--- src/rtl/conv_tap_sequencer_pkg.sv ---
// Shared definitions for the convolution tap sequencer: FSM states and B-bus source codes.
package conv_tap_sequencer_pkg;

    localparam int TAP_W = 4;

    typedef enum logic [2:0] {
        ST_IDLE,
        ST_CLR,
        ST_LOAD_K,
        ST_LOAD_P,
        ST_WRITE,
        ST_DONE
    } state_e;

    // K0 is the base of K0..K8 and P1 the base of P1..P3; the rest are fixed sources.
    typedef enum logic [4:0] {
        BSEL_HOLD = 5'b00000,
        BSEL_K0   = 5'b00010,
        BSEL_P1   = 5'b01011,
        BSEL_CV   = 5'b01111,
        BSEL_MBRU = 5'b10001,
        BSEL_PC   = 5'b10011,
        BSEL_MAR  = 5'b10111
    } bsel_e;

endpackage

--- src/rtl/conv_tap_sequencer_tap_counter.sv ---
// Tap index counter: clear, increment, hold on stall; exposes the value the next edge will load.
module tap_counter
    import conv_tap_sequencer_pkg::*;
#(
    parameter int NTAPS = 9
) (
    input  logic             i_clk,
    input  logic             i_rst,
    input  logic             i_clr,
    input  logic             i_inc,
    input  logic             i_stall,
    output logic [TAP_W-1:0] o_tap,
    output logic [TAP_W-1:0] o_tap_nxt,
    output logic             o_last
);

    logic [TAP_W-1:0] r_tap;

    always_comb begin
        o_tap_nxt = r_tap;
        if (!i_stall) begin
            if (i_clr) begin
                o_tap_nxt = '0;
            end else if (i_inc) begin
                o_tap_nxt = r_tap + 1'b1;
            end
        end
    end

    always_ff @(posedge i_clk) begin
        if (i_rst) begin
            r_tap <= '0;
        end else begin
            r_tap <= o_tap_nxt;
        end
    end

    assign o_tap  = r_tap;
    assign o_last = (r_tap == TAP_W'(NTAPS - 1));

endmodule

--- src/rtl/conv_tap_sequencer.sv ---
// Sequences one NTAPS-tap convolution output: clear AC, load K / MAC P per tap, write CV, pulse done.
module conv_tap_sequencer
    import conv_tap_sequencer_pkg::*;
#(
    parameter int NTAPS = 9,
    parameter int SEL_W = 5
) (
    input  logic             clk,
    input  logic             rst,
    input  logic             start,
    input  logic             stall,
    output logic [SEL_W-1:0] bus_sel,
    output logic             k_load,
    output logic             mac_en,
    output logic             acc_clr,
    output logic             cv_wr,
    output logic [3:0]       tap,
    output logic             busy,
    output logic             done
);

    state_e           r_state;
    state_e           w_state_nxt;
    logic [TAP_W-1:0] w_tap;
    logic [TAP_W-1:0] w_tap_nxt;
    logic             w_tap_last;
    logic             w_tap_clr;
    logic             w_tap_inc;

    logic [SEL_W-1:0] r_bus_sel, w_bus_sel;
    logic             r_k_load, w_k_load;
    logic             r_mac_en, w_mac_en;
    logic             r_acc_clr, w_acc_clr;
    logic             r_cv_wr, w_cv_wr;
    logic             r_busy, w_busy;
    logic             r_done, w_done;

    assign w_tap_clr = (r_state == ST_CLR);
    assign w_tap_inc = (r_state == ST_LOAD_P) && !w_tap_last;

    tap_counter #(
        .NTAPS (NTAPS)
    ) u_tap_counter (
        .i_clk     (clk),
        .i_rst     (rst),
        .i_clr     (w_tap_clr),
        .i_inc     (w_tap_inc),
        .i_stall   (stall),
        .o_tap     (w_tap),
        .o_tap_nxt (w_tap_nxt),
        .o_last    (w_tap_last)
    );

    always_ff @(posedge clk) begin
        if (rst) begin
            r_state <= ST_IDLE;
        end else if (!stall) begin
            r_state <= w_state_nxt;
        end
    end

    always_comb begin
        w_state_nxt = r_state;
        case (r_state)
            ST_IDLE:   w_state_nxt = start ? ST_CLR : ST_IDLE;
            ST_CLR:    w_state_nxt = ST_LOAD_K;
            ST_LOAD_K: w_state_nxt = ST_LOAD_P;
            ST_LOAD_P: w_state_nxt = w_tap_last ? ST_WRITE : ST_LOAD_K;
            ST_WRITE:  w_state_nxt = ST_DONE;
            ST_DONE:   w_state_nxt = ST_IDLE;
            default:   w_state_nxt = ST_IDLE;
        endcase
    end

    // Outputs are decoded from the upcoming state and tap so the registered copies line up with r_state.
    always_comb begin
        w_bus_sel = SEL_W'(BSEL_HOLD);
        w_k_load  = 1'b0;
        w_mac_en  = 1'b0;
        w_acc_clr = 1'b0;
        w_cv_wr   = 1'b0;
        w_done    = 1'b0;
        w_busy    = (w_state_nxt != ST_IDLE);
        case (w_state_nxt)
            ST_CLR: begin
                w_acc_clr = 1'b1;
            end
            ST_LOAD_K: begin
                w_bus_sel = SEL_W'(BSEL_K0) + SEL_W'(w_tap_nxt);
                w_k_load  = 1'b1;
            end
            ST_LOAD_P: begin
                w_bus_sel = SEL_W'(BSEL_P1) + SEL_W'(w_tap_nxt / TAP_W'(3));
                w_mac_en  = 1'b1;
            end
            ST_WRITE: begin
                w_bus_sel = SEL_W'(BSEL_CV);
                w_cv_wr   = 1'b1;
            end
            ST_DONE: begin
                w_done = 1'b1;
            end
            default: begin
                w_bus_sel = SEL_W'(BSEL_HOLD);
            end
        endcase
    end

    always_ff @(posedge clk) begin
        if (rst) begin
            r_bus_sel <= '0;
            r_k_load  <= 1'b0;
            r_mac_en  <= 1'b0;
            r_acc_clr <= 1'b0;
            r_cv_wr   <= 1'b0;
            r_busy    <= 1'b0;
            r_done    <= 1'b0;
        end else if (!stall) begin
            r_bus_sel <= w_bus_sel;
            r_k_load  <= w_k_load;
            r_mac_en  <= w_mac_en;
            r_acc_clr <= w_acc_clr;
            r_cv_wr   <= w_cv_wr;
            r_busy    <= w_busy;
            r_done    <= w_done;
        end
    end

    assign bus_sel = r_bus_sel;
    assign k_load  = r_k_load;
    assign mac_en  = r_mac_en;
    assign acc_clr = r_acc_clr;
    assign cv_wr   = r_cv_wr;
    assign tap     = w_tap;
    assign busy    = r_busy;
    assign done    = r_done;

endmodule

--- config.mk ---
export PLATFORM = sky130hd
export DESIGN_NAME = conv_tap_sequencer
export DESIGN_NICKNAME = d
export VERILOG_FILES = /design/src/rtl/conv_tap_sequencer_pkg.sv /design/src/rtl/conv_tap_sequencer_tap_counter.sv /design/src/rtl/conv_tap_sequencer.sv
export SDC_FILE = /design/constraint.sdc
export NUM_CORES = 1
export LEC_CHECK = 0
export CAP_MARGIN = 5
export CELL_PAD_IN_SITES_DETAIL_PLACEMENT = 0
export CELL_PAD_IN_SITES_GLOBAL_PLACEMENT = 2
export CORE_UTILIZATION = 35
export CTS_BUF_LIST = sky130_fd_sc_hd__clkbuf_2
export CTS_CLUSTER_DIAMETER = 120
export DETAILED_ROUTE_END_ITERATION = 6
export PLACE_DENSITY = 0.89
export SLEW_MARGIN = 20
export SYNTH_ARGS = -nofsm -noshare
export SYNTH_HDL_FRONTEND = slang
export SYNTH_HIERARCHICAL = 1
export SYNTH_SLANG_ARGS = --single-unit
--- constraint.sdc ---
create_clock -name clk -period 6.6 [get_ports clk]
set_input_delay 1.32 -clock clk [delete_from_list [all_inputs] [get_ports clk]]
set_output_delay 1.32 -clock clk [all_outputs]
set_load 0.05 [all_outputs]
==> metrics.md, run 1 <==
| Metric | Value |
|---|---|
| Synth Cell Area | `approximately 1300 µm²` |
| DR iter-0 viols | `54` |
| Synth Area in Compound Gates | `around 28%` |
| CTS tree | `done` |
| Slew headroom | `between 30% and 40%` |
| Post-synthesis mux area share | `around 2.3%` |
| Peak supply drop | `around 0.12 mV` |
| Measured slew at the worst slew-check pin | `1.004 ns` |
| Length of the first detailed-routing pass in iterations | `4` |
| WP data arrival | `~5.4 ns` |
| Post-synthesis simple-gate area fraction | `~27%` |
| Setup TNS | `0 ns` |
| Power per Cell Area | `127.8 nW/µm²` |
| Via count | `1252` |
| IO buf count | `18` |
| Detailed Place HPWL | `around 2300 µm` |
| Hold-fix buffers, CTS | `0` |
| Finished Layout Cells | `around 220` |
| Post-Place Cells | `220` |
| Pwr Total | `about 190 µW` |
| M2 GR Usage | `~28%` |
| Startpoint types | `input port` |
| Yosys cell types | `53` |
| Syn-to-layout area delta | `15.82%` |
| # Post-CTS Setup Buffers | `0` |
| Reg2Reg Setup Slack | `around 1.7 ns` |
| Final-report setup violation count | `0` |
| Combinational family with the most area after synthesis | `compound AO/OA/AOI/OAI gates` |
| YS warnings | `6` |
| Final min period | `approximately 5.2 ns` |
| Congestion Overflow GR | `0` |
| H-tree depth | `1` |
| # diodes | `0` |
| Via/cell ratio | `5.589` |
| Status | `completed` |
| Fmax | `193.9 MHz` |
| Most frequent cell on the critical path | `ha_1` |
| Post-synthesis xor/xnor area fraction | `less than 1%` |
| Row count | `21` |
| WS Path Type | `input port to flop` |
| DRC | `0` |
| GP Congestion | `0.8109` |
| Unrepaired setup endpoints after global routing | `false` |
| Worst path max stage delay | `between 0.4 and 0.5 ns` |
| Max Root-Sink Buffers | `2` |
| ANT nets after route | `0` |
| Max-cap viol count | `0` |
| Global-route wire length before repair | `about 5400 µm` |
| Final Hold Fails | `0` |
| Starting Density | `a little under two fifths` |
| Num Clock Sinks | `18` |
| Static Leak | `0.5358 nW` |
| FF+latch count, synth | `18` |
| Largest net degree at the start of global routing | `32` |
| Total CTS buffers | `3` |
| Worst skew pair latency | `around 0.30 ns` |
| Post-synthesis sequential area ratio | `27.45%` |
| Clock Skews | `roughly 0.0073 ns` |
| Met3 Usage GRT | `~4.2%` |
| Critical Path RT | `roughly 7 ns` |
| Critical Path Sink Type | `flop` |
| Post-DP Area | `around 1500 µm²` |
| Root Driver | `clkbuf_2` |
| Synthesized area per cell | `~8 µm²` |
| WL/cell | `~14 µm` |
| Initial antenna violation count | `0` |
| Asr flop ratio synth | `0%` |
| GRT busiest layer | `met2` |
| DIE AREA | `~4000 µm²` |
| Fill cells | `between 300 and 400` |
| Ports | `19` |
| Total routing usage reported by global routing | `between 15 and 20%` |
| Core Footprint | `3468 µm²` |
| HP Class | `flop to flop` |
| Post-CTS sizing | `0` |
| CP Max Fanout | `31` |
| Met1 usage | `between 20% and 30%` |
| Final wirelength | `3176 µm` |
| Die width | `about 63 µm` |
| Commonest cells after routing, fill and taps aside | `a21oi_1 (18), dfxtp_1 (18), clkdlybuf4s50_1 (18)` |
| Finished layout cell area | `~1500 µm²` |
| Synth Area in Adders | `under 10%` |
| Final worst-path cycle share | `78.15%` |
| Worst-path clk slew | `about 0.17 ns` |
| Slowest CP cell | `clkdlybuf4s50_1` |
| Cells after Synth | `between 150 and 200` |
| Crit-path cells | `clkdlybuf4s50_1 -> buf_4 -> and2b_2 -> a2bb2oi_1 -> o21ai_0 -> buf_4 -> ha_1 -> or2_2 -> ha_1 -> o32ai_1 -> a21oi_1 -> or3_1 -> ha_1 -> a21oi_1 -> a311oi_1 -> mux2i_1 -> nor2_1` |
| Vias in the first global route | `1188` |
| Layout cell share with drive strength beyond 1 | `~9%` |
| Nets | `190` |
| Number of synthesized flops with an enable pin | `0` |
| Die Ht | `63.24 µm` |
| Max-slew violations | `0` |
| Top FF cell, synth | `dfxtp_1` |
| Post-Syn Nets | `~180` |
metal layers:
layer  share of wire, %  wire [µm]
met4               0.82         26
met2                 46       1451
met1                 50       1574
met5                  0          0
met3                3.9        124
flip-flops by register name, summed over array words and instances, names as in the netlist:
| register | cells |
|---|---|
| bus_sel | 5 |
| u_tap_counter/o_tap | 4 |
| r_state | 3 |
| acc_clr | 1 |
| busy | 1 |
| cv_wr | 1 |
| done | 1 |
| k_load | 1 |
| mac_en | 1 |
report_power, final:
group | total (mW) | switching [mW] | internal [mW]
registers | 0.115 | 0.00326 | 0.111
clock network | 0.0480 | 0.0348 | 0.0132
logic | 0.0316 | 0.0203 | 0.0114
total | 0.194 | 0.0583 | 0.136
worst max-delay path: cells and delay by family:
family,cells,cell delay (ns)
and+or+nand+nor,4,1.02
muxes,1,0.11
buffers and inverters,3,0.97
AOI/OAI and AO/OA,6,1.10
adders and majority gates,3,0.91
final cells by class:
class                      instances  area (µm²)  share of cell area (%)
tap                               46       57.56                   3.786
clock inverter                     1       3.754                  0.2469
clock buffer                       3       15.01                  0.9877
sequential                        18       360.3                   23.70
multi-input combinational        127       854.6                   56.21
timing repair buffer              20       195.2                   12.84
inverter                           9       33.78                   2.222
synth_stat cells, drive strengths merged (3+ instances only):
cell	number	area share [%]
o21ai	5	1.9
a2111oi	3	2.5
a21oi	18	6.9
mux2i	3	2.3
o32ai	3	2.0
inv	9	2.6
nand3	4	1.5
or3	3	1.4
dfxtp	18	27
o22ai	3	1.4
or2	4	1.9
o211ai	3	1.7
nor2	14	4.0
nor3	5	1.9
clkbuf	6	1.8
buf	6	3.0
ha	7	6.7
nand2	16	4.6
worst paths after layout:
check                              start    endpoint  depth (start not counted)
setup reg to reg  u_tap_counter/o_tap[0]  bus_sel[2]                         21
setup / recovery                   stall  bus_sel[2]                         17
hold reg to reg                     done        done                          2
hold / removal                      done        done                          2
kinds of logic after synthesis:
logic type,count (synthesis)
simple gates,64
compound gates,52
buf+inv,21
flops,18
fa+ha+maj,7
mux,3
xor+xnor,1
stage by stage:
step | worst slack [ns] | hold slack, ns | utilization (%)
after global routing | 1.229 | 0.5141 | 43.83
final | 1.442 | 0.4760 | 43.83
after floorplan | 1.693 | 0.6121 | -
after detailed placement | 1.147 | 0.4599 | 43.29
after CTS | 1.460 | 0.4834 | 43.83
after global placement | 1.177 | 0.4521 | 43.29
(Power assumes the default switching activity.)
==> run 2, diff against run 1 <==
--- a/config.mk
+++ b/config.mk
@@ -8,11 +8,11 @@
 export CAP_MARGIN = 5
 export CELL_PAD_IN_SITES_DETAIL_PLACEMENT = 0
 export CELL_PAD_IN_SITES_GLOBAL_PLACEMENT = 2
-export CORE_UTILIZATION = 35
+export CORE_UTILIZATION = 33
 export CTS_BUF_LIST = sky130_fd_sc_hd__clkbuf_2
 export CTS_CLUSTER_DIAMETER = 120
 export DETAILED_ROUTE_END_ITERATION = 6
-export PLACE_DENSITY = 0.89
+export PLACE_DENSITY = 0.85
 export SLEW_MARGIN = 20
 export SYNTH_ARGS = -nofsm -noshare
 export SYNTH_HDL_FRONTEND = slang
==> constraint.sdc (replaced) <==
create_clock -name clk -period 4.9 [get_ports clk]
set_input_delay 0.98 -clock clk [delete_from_list [all_inputs] [get_ports clk]]
set_output_delay 0.98 -clock clk [all_outputs]
set_load 0.05 [all_outputs]
==> metrics.md, run 2 (synthesis results as in run 1) <==
| Metric | Value |
|---|---|
| Root Driver | `clkbuf_2` |
| HP Class | `flop to flop` |
| WP buf/inv | `1` |
| Worst Reg-to-Reg Cells | `17` |
| # diodes | `0` |
| Length of the first detailed-routing pass in iterations | `4` |
| Final wirelength | `between 3000 and 4000 µm` |
| Hold Crit Endpoint | `cv_wr` |
| Final min period | `around 4.4 ns` |
| Syn-to-layout area delta | `20.11%` |
| Setup TNS | `0 ns` |
| Power per Cell Area | `between 150 and 200 nW/µm²` |
| WL/cell | `approximately 14 µm` |
| Ports | `19` |
| Global-route wire length before repair | `about 5500 µm` |
| Slowest CP cell | `dfxtp_1` |
| Max-slew violations | `0` |
| Crit-path cells | `nand2b_1 -> nor3b_1 -> and2b_2 -> a2bb2oi_1 -> o21ai_0 -> inv_1 -> ha_1 -> or2_2 -> ha_1 -> o32ai_1 -> a21oi_1 -> or3_1 -> ha_1 -> a21oi_1 -> a311oi_1 -> mux2i_1 -> nor2_1` |
| Vias in the first global route | `roughly 1200` |
| Worst r2r dst | `bus_sel[2]` |
| Critical register-to-register path startpoint | `r_state[0]` |
| Layout cell share with drive strength beyond 1 | `between 10% and 20%` |
| Static Leak | `around 0.57 nW` |
| Total CTS buffers | `3` |
| M2 GR Usage | `26.69%` |
| Starting Density | `roughly a third` |
| Max-cap viol count | `0` |
| Reg2Reg Setup Slack | `slightly below 0.5 ns` |
| Total routing usage reported by global routing | `approximately 17%` |
| Met1 usage | `between 20 and 25%` |
| Num Clock Sinks | `18` |
| Measured slew at the worst slew-check pin | `between 1 and 1.5 ns` |
| Final worst-path cycle share | `between 80% and 90%` |
| HP Start | `cv_wr` |
| IO buf count | `18` |
| Max Root-Sink Buffers | `2` |
| Number of flip-flops in the largest register | `5` |
| Fill cells | `about 410` |
| Largest net degree at the start of global routing | `31` |
| Final-report setup violation count | `0` |
| CTS tree | `done` |
| GRT busiest layer | `met2` |
| Post-CTS sizing | `0` |
| Via/cell ratio | `approximately 5.5` |
| Peak supply drop | `slightly above 0.08 mV` |
| Clock Skews | `0.03240 ns` |
| Row count | `22` |
| WP data arrival | `around 4.7 ns` |
| Hold-fix buffers, CTS | `0` |
| Die Ht | `65.07 µm` |
| Met3 Usage GRT | `roughly 2.5%` |
| DR iter-0 viols | `94` |
| Crit path max-delay family | `simple AND/OR/NAND/NOR gates` |
| Nets | `a little under 200` |
| Final Util | `between 40% and 50%` |
| Fmax | `around 230 MHz` |
| Critical Path Sink Type | `flop` |
| Slew headroom | `between 20 and 30%` |
| GP Congestion | `roughly 0.85` |
| Initial antenna violation count | `0` |
| ANT nets after route | `0` |
| H-tree depth | `1` |
| Via count | `between 1000 and 1500` |
| Status | `completed` |
| DRC | `0` |
| Commonest cells after routing, fill and taps aside | `a21oi_1 (18), clkdlybuf4s50_1 (18), dfxtp_1 (17)` |
| # Post-CTS Setup Buffers | `0` |
| Unrepaired setup endpoints after global routing | `false` |
| DIE AREA | `4233 µm²` |
| Hold Path Depth | `2` |
| Critical Path RT | `5.18 ns` |
| Worst skew pair latency | `roughly 0.33 ns` |
| Worst path max stage delay | `around 0.58 ns` |
| Worst-path clk slew | `roughly 0.22 ns` |
| Startpoint types | `flop` |
| Most frequent cell on the critical path | `ha_1` |
| Congestion Overflow GR | `0` |
| Core Footprint | `roughly 3700 µm²` |
| Detailed Place HPWL | `between 2000 and 2500 µm` |
| Die width | `65.07 µm` |
| WS Path Type | `flop to flop` |
| CP Max Fanout | `12` |
| Final Hold Fails | `0` |
run 2: worst max path at each step:
stage	start	end	slack, ns	cells after the start
detailed placement	stall	bus_sel[2]	0.20	16
global route	r_state[0]	bus_sel[2]	0.08	17
finish	r_state[0]	bus_sel[2]	0.49	17
floorplan	u_tap_counter/o_tap[1]	bus_sel[2]	0.02	22
CTS	r_state[0]	bus_sel[2]	0.47	17
global placement	stall	bus_sel[2]	0.29	16
run 2: stage by stage:
| step | hold WS [ns] | instances | instance area, µm² | power [mW] | setup slack [ns] |
|---|---|---|---|---|---|
| detailed placement | 0.4584 | 229 | 1558 | 0.2009 | 0.2007 |
| global route | 0.5124 | 233 | 1577 | 0.2823 | 0.07948 |
| floorplan | 0.6121 | 166 | 1314 | 0.1857 | 0.02483 |
| CTS | 0.4823 | 233 | 1577 | 0.2693 | 0.4720 |
| finish | 0.4801 | 233 | 1577 | 0.2691 | 0.4948 |
| global placement | 0.4545 | 229 | 1558 | 0.2008 | 0.2863 |
run 2: worst reg2reg max path: stages, from the launching register on:
cell       delay [ns]
dfxtp_1          0.58
nand2b_1         0.26
nor3b_1          0.32
and2b_2          0.20
a2bb2oi_1        0.07
o21ai_0          0.30
inv_1            0.16
ha_1             0.23
or2_2            0.30
ha_1             0.31
o32ai_1          0.36
a21oi_1          0.12
or3_1            0.38
ha_1             0.28
a21oi_1          0.06
a311oi_1         0.25
mux2i_1          0.10
nor2_1           0.09
run 2: layout make-up:
cell class / count / area [µm²] / area share (%)
clock buffers: 3 / 15.01 / 0.9524
clock inverters: 1 / 3.754 / 0.2381
multi-input cells: 127 / 854.6 / 54.21
well taps: 48 / 60.06 / 3.810
inverters: 9 / 33.78 / 2.143
flip-flops and latches: 18 / 361.6 / 22.94
repair buffers: 27 / 247.7 / 15.71
run 2: per-layer routing:
| metal | vias to the layer above | share of wire [%] | wire [µm] |
|---|---|---|---|
| met5 | - | 0 | 0 |
| met4 | 0 | 1.3 | 42 |
| met3 | 4 | 1.7 | 57 |
| met2 | 10 | 45 | 1492 |
| met1 | 609 | 52 | 1707 |
| li1 | 653 | - | - |
run 2: power breakdown:
| group | total [mW] | internal [mW] | switching (mW) |
|---|---|---|---|
| combinational | 0.0443 | 0.0159 | 0.0284 |
| sequential | 0.154 | 0.150 | 0.00329 |
| clock | 0.0712 | 0.0177 | 0.0535 |
| total | 0.269 | 0.184 | 0.0852 |
==> run 3, diff against run 2 <==
--- a/config.mk
+++ b/config.mk
@@ -12,7 +12,7 @@
 export CTS_BUF_LIST = sky130_fd_sc_hd__clkbuf_2
 export CTS_CLUSTER_DIAMETER = 120
 export DETAILED_ROUTE_END_ITERATION = 6
-export PLACE_DENSITY = 0.85
+export PLACE_DENSITY_LB_ADDON = 0.2
 export SLEW_MARGIN = 20
 export SYNTH_ARGS = -nofsm -noshare
 export SYNTH_HDL_FRONTEND = slang
==> metrics.md, run 3 (synthesis results as in run 1) <==
| Metric | Value |
|---|---|
| Status | `completed` |
| Final Util | `a little over two fifths` |
| M2 GR Usage | `between 20% and 30%` |
| Critical Path Sink Type | `flop` |
| Die width | `65.07 µm` |
| Measured slew at the worst slew-check pin | `between 0.8 and 0.9 ns` |
| Setup TNS | `0 ns` |
| Worst skew pair latency | `~0.32 ns` |
| Commonest cells after routing, fill and taps aside | `a21oi_1 (18), clkdlybuf4s50_1 (18), dfxtp_1 (17)` |
| WL/cell | `about 14 µm` |
| Largest net degree at the start of global routing | `25` |
| Congestion Overflow GR | `0` |
| HP Class | `flop to flop` |
| Unrepaired setup endpoints after global routing | `false` |
| Length of the first detailed-routing pass in iterations | `4` |
| Final min period | `approximately 4.5 ns` |
| Final worst-path cycle share | `between 90% and 100%` |
| Max-slew violations | `0` |
| Fmax | `between 200 and 250 MHz` |
| # Post-CTS Setup Buffers | `0` |
| Layout cell share with drive strength beyond 1 | `approximately 14%` |
| HP Start | `cv_wr` |
| ANT nets after route | `0` |
| Met1 usage | `a little under a quarter` |
| Starting Density | `about a third` |
| CTS tree | `done` |
| Max-cap viol count | `0` |
| Ports | `19` |
| Global-route wire length before repair | `about 5700 µm` |
| Clock Skews | `between 0.004 and 0.005 ns` |
| WS Path Type | `flop to flop` |
| Hold-fix buffers, CTS | `0` |
| Post-DP Area | `between 1500 and 2000 µm²` |
| Critical register-to-register path startpoint | `u_tap_counter/o_tap[1]` |
| Static Leak | `between 0.5 and 0.6 nW` |
| DIE AREA | `4233 µm²` |
| Num Clock Sinks | `18` |
| IO buf count | `18` |
| Post-Place Cells | `231` |
| Initial antenna violation count | `0` |
| WP data arrival | `between 4 and 5 ns` |
| Worst Reg-to-Reg Cells | `20` |
| Total routing usage reported by global routing | `between 10% and 20%` |
| Syn-to-layout area delta | `21.26%` |
| Critical Path RT | `5.15 ns` |
| Final-report setup violation count | `0` |
| Hold Worst Slack | `about 0.48 ns` |
| Root Driver | `clkbuf_2` |
| DR iter-0 viols | `roughly 70` |
| Via/cell ratio | `about 5.6` |
| # diodes | `0` |
| Max Root-Sink Buffers | `2` |
| Final wirelength | `around 3300 µm` |
| GRT busiest layer | `met2` |
| Core Footprint | `3744 µm²` |
| Hold Path Depth | `2` |
| H-tree depth | `1` |
| GP Congestion | `0.8429` |
| Finished layout cell area | `between 1500 and 2000 µm²` |
| DRC | `0` |
| Number of flip-flops in the largest register | `5` |
| CP Max Fanout | `5` |
| Worst-path clk slew | `0.19 ns` |
| Die Ht | `between 60 and 70 µm` |
| Detailed Place HPWL | `2390 µm` |
| Hold Crit Endpoint | `cv_wr` |
| Via count | `~1300` |
| Peak supply drop | `0.09400 mV` |
| Final Hold Fails | `0` |
| Startpoint types | `flop` |
| Row count | `22` |
| Total CTS buffers | `3` |
| Post-CTS sizing | `0` |
| Power per Cell Area | `between 150 and 200 nW/µm²` |
| Met3 Usage GRT | `about 3.5%` |
| Reg2Reg Setup Slack | `around 0.41 ns` |
| Worst r2r dst | `bus_sel[2]` |
| Finished Layout Cells | `roughly 240` |
| Slew headroom | `42.73%` |
| Nets | `~200` |
| Vias in the first global route | `1201` |
## run 3: report_power, final
group	total [mW]	switching (mW)	leakage [nW]	internal, mW
registers	0.152	0.00191	0.146	0.150
logic	0.0475	0.0303	0.424	0.0171
clock network	0.0689	0.0511	0.0140	0.0177
total	0.268	0.0834	0.585	0.185
## run 3: per-stage QoR
| stage | total power, mW | setup WS [ns] |
|---|---|---|
| floorplan | 0.1857 | 0.02483 |
| global placement | 0.2025 | 0.3034 |
| detailed placement | 0.2027 | 0.2039 |
| CTS | 0.2711 | 0.4098 |
| global route | 0.2810 | 0.09783 |
| finish | 0.2685 | 0.4090 |
## run 3: how the worst max path moves through the flow
stage                                       from    endpoint
after detailed placement                   stall  bus_sel[2]
after CTS                 u_tap_counter/o_tap[1]  bus_sel[2]
after floorplan           u_tap_counter/o_tap[1]  bus_sel[2]
final                     u_tap_counter/o_tap[1]  bus_sel[2]
after global routing      u_tap_counter/o_tap[1]  bus_sel[2]
after global placement                     stall  bus_sel[2]
## run 3: critical path, stage by stage, from the launching register on
cell and delay [ns]:
dfxtp_1 0.44, inv_1 0.08, ha_1 0.18, nand2_1 0.06
nor2_1 0.07, nor3b_1 0.31, and2b_2 0.21, a2bb2oi_1 0.07
o21ai_0 0.33, inv_1 0.16, ha_1 0.21, or2_2 0.30
ha_1 0.33, o32ai_1 0.35, a21oi_1 0.11, or3_1 0.39
ha_1 0.29, a21oi_1 0.06, a311oi_1 0.25, mux2i_1 0.11
nor2_1 0.11
## run 3: final cells by class
type	instances	area (µm²)
fillers	418	2152
multi-input cells	127	854.6
flip-flops and latches	18	361.6
repair buffers	29	262.8
well taps	48	60.06
inverters	9	33.78
clock buffers	3	15.01
clock inverters	1	3.754
## run 3: per-layer routing
| metal | vias up | wire [µm] |
|---|---|---|
| li1 | 659 | - |
| met1 | 627 | 1615 |
| met2 | 28 | 1521 |
| met3 | 4 | 131 |
| met4 | 0 | 38 |
| met5 | - | 0 |
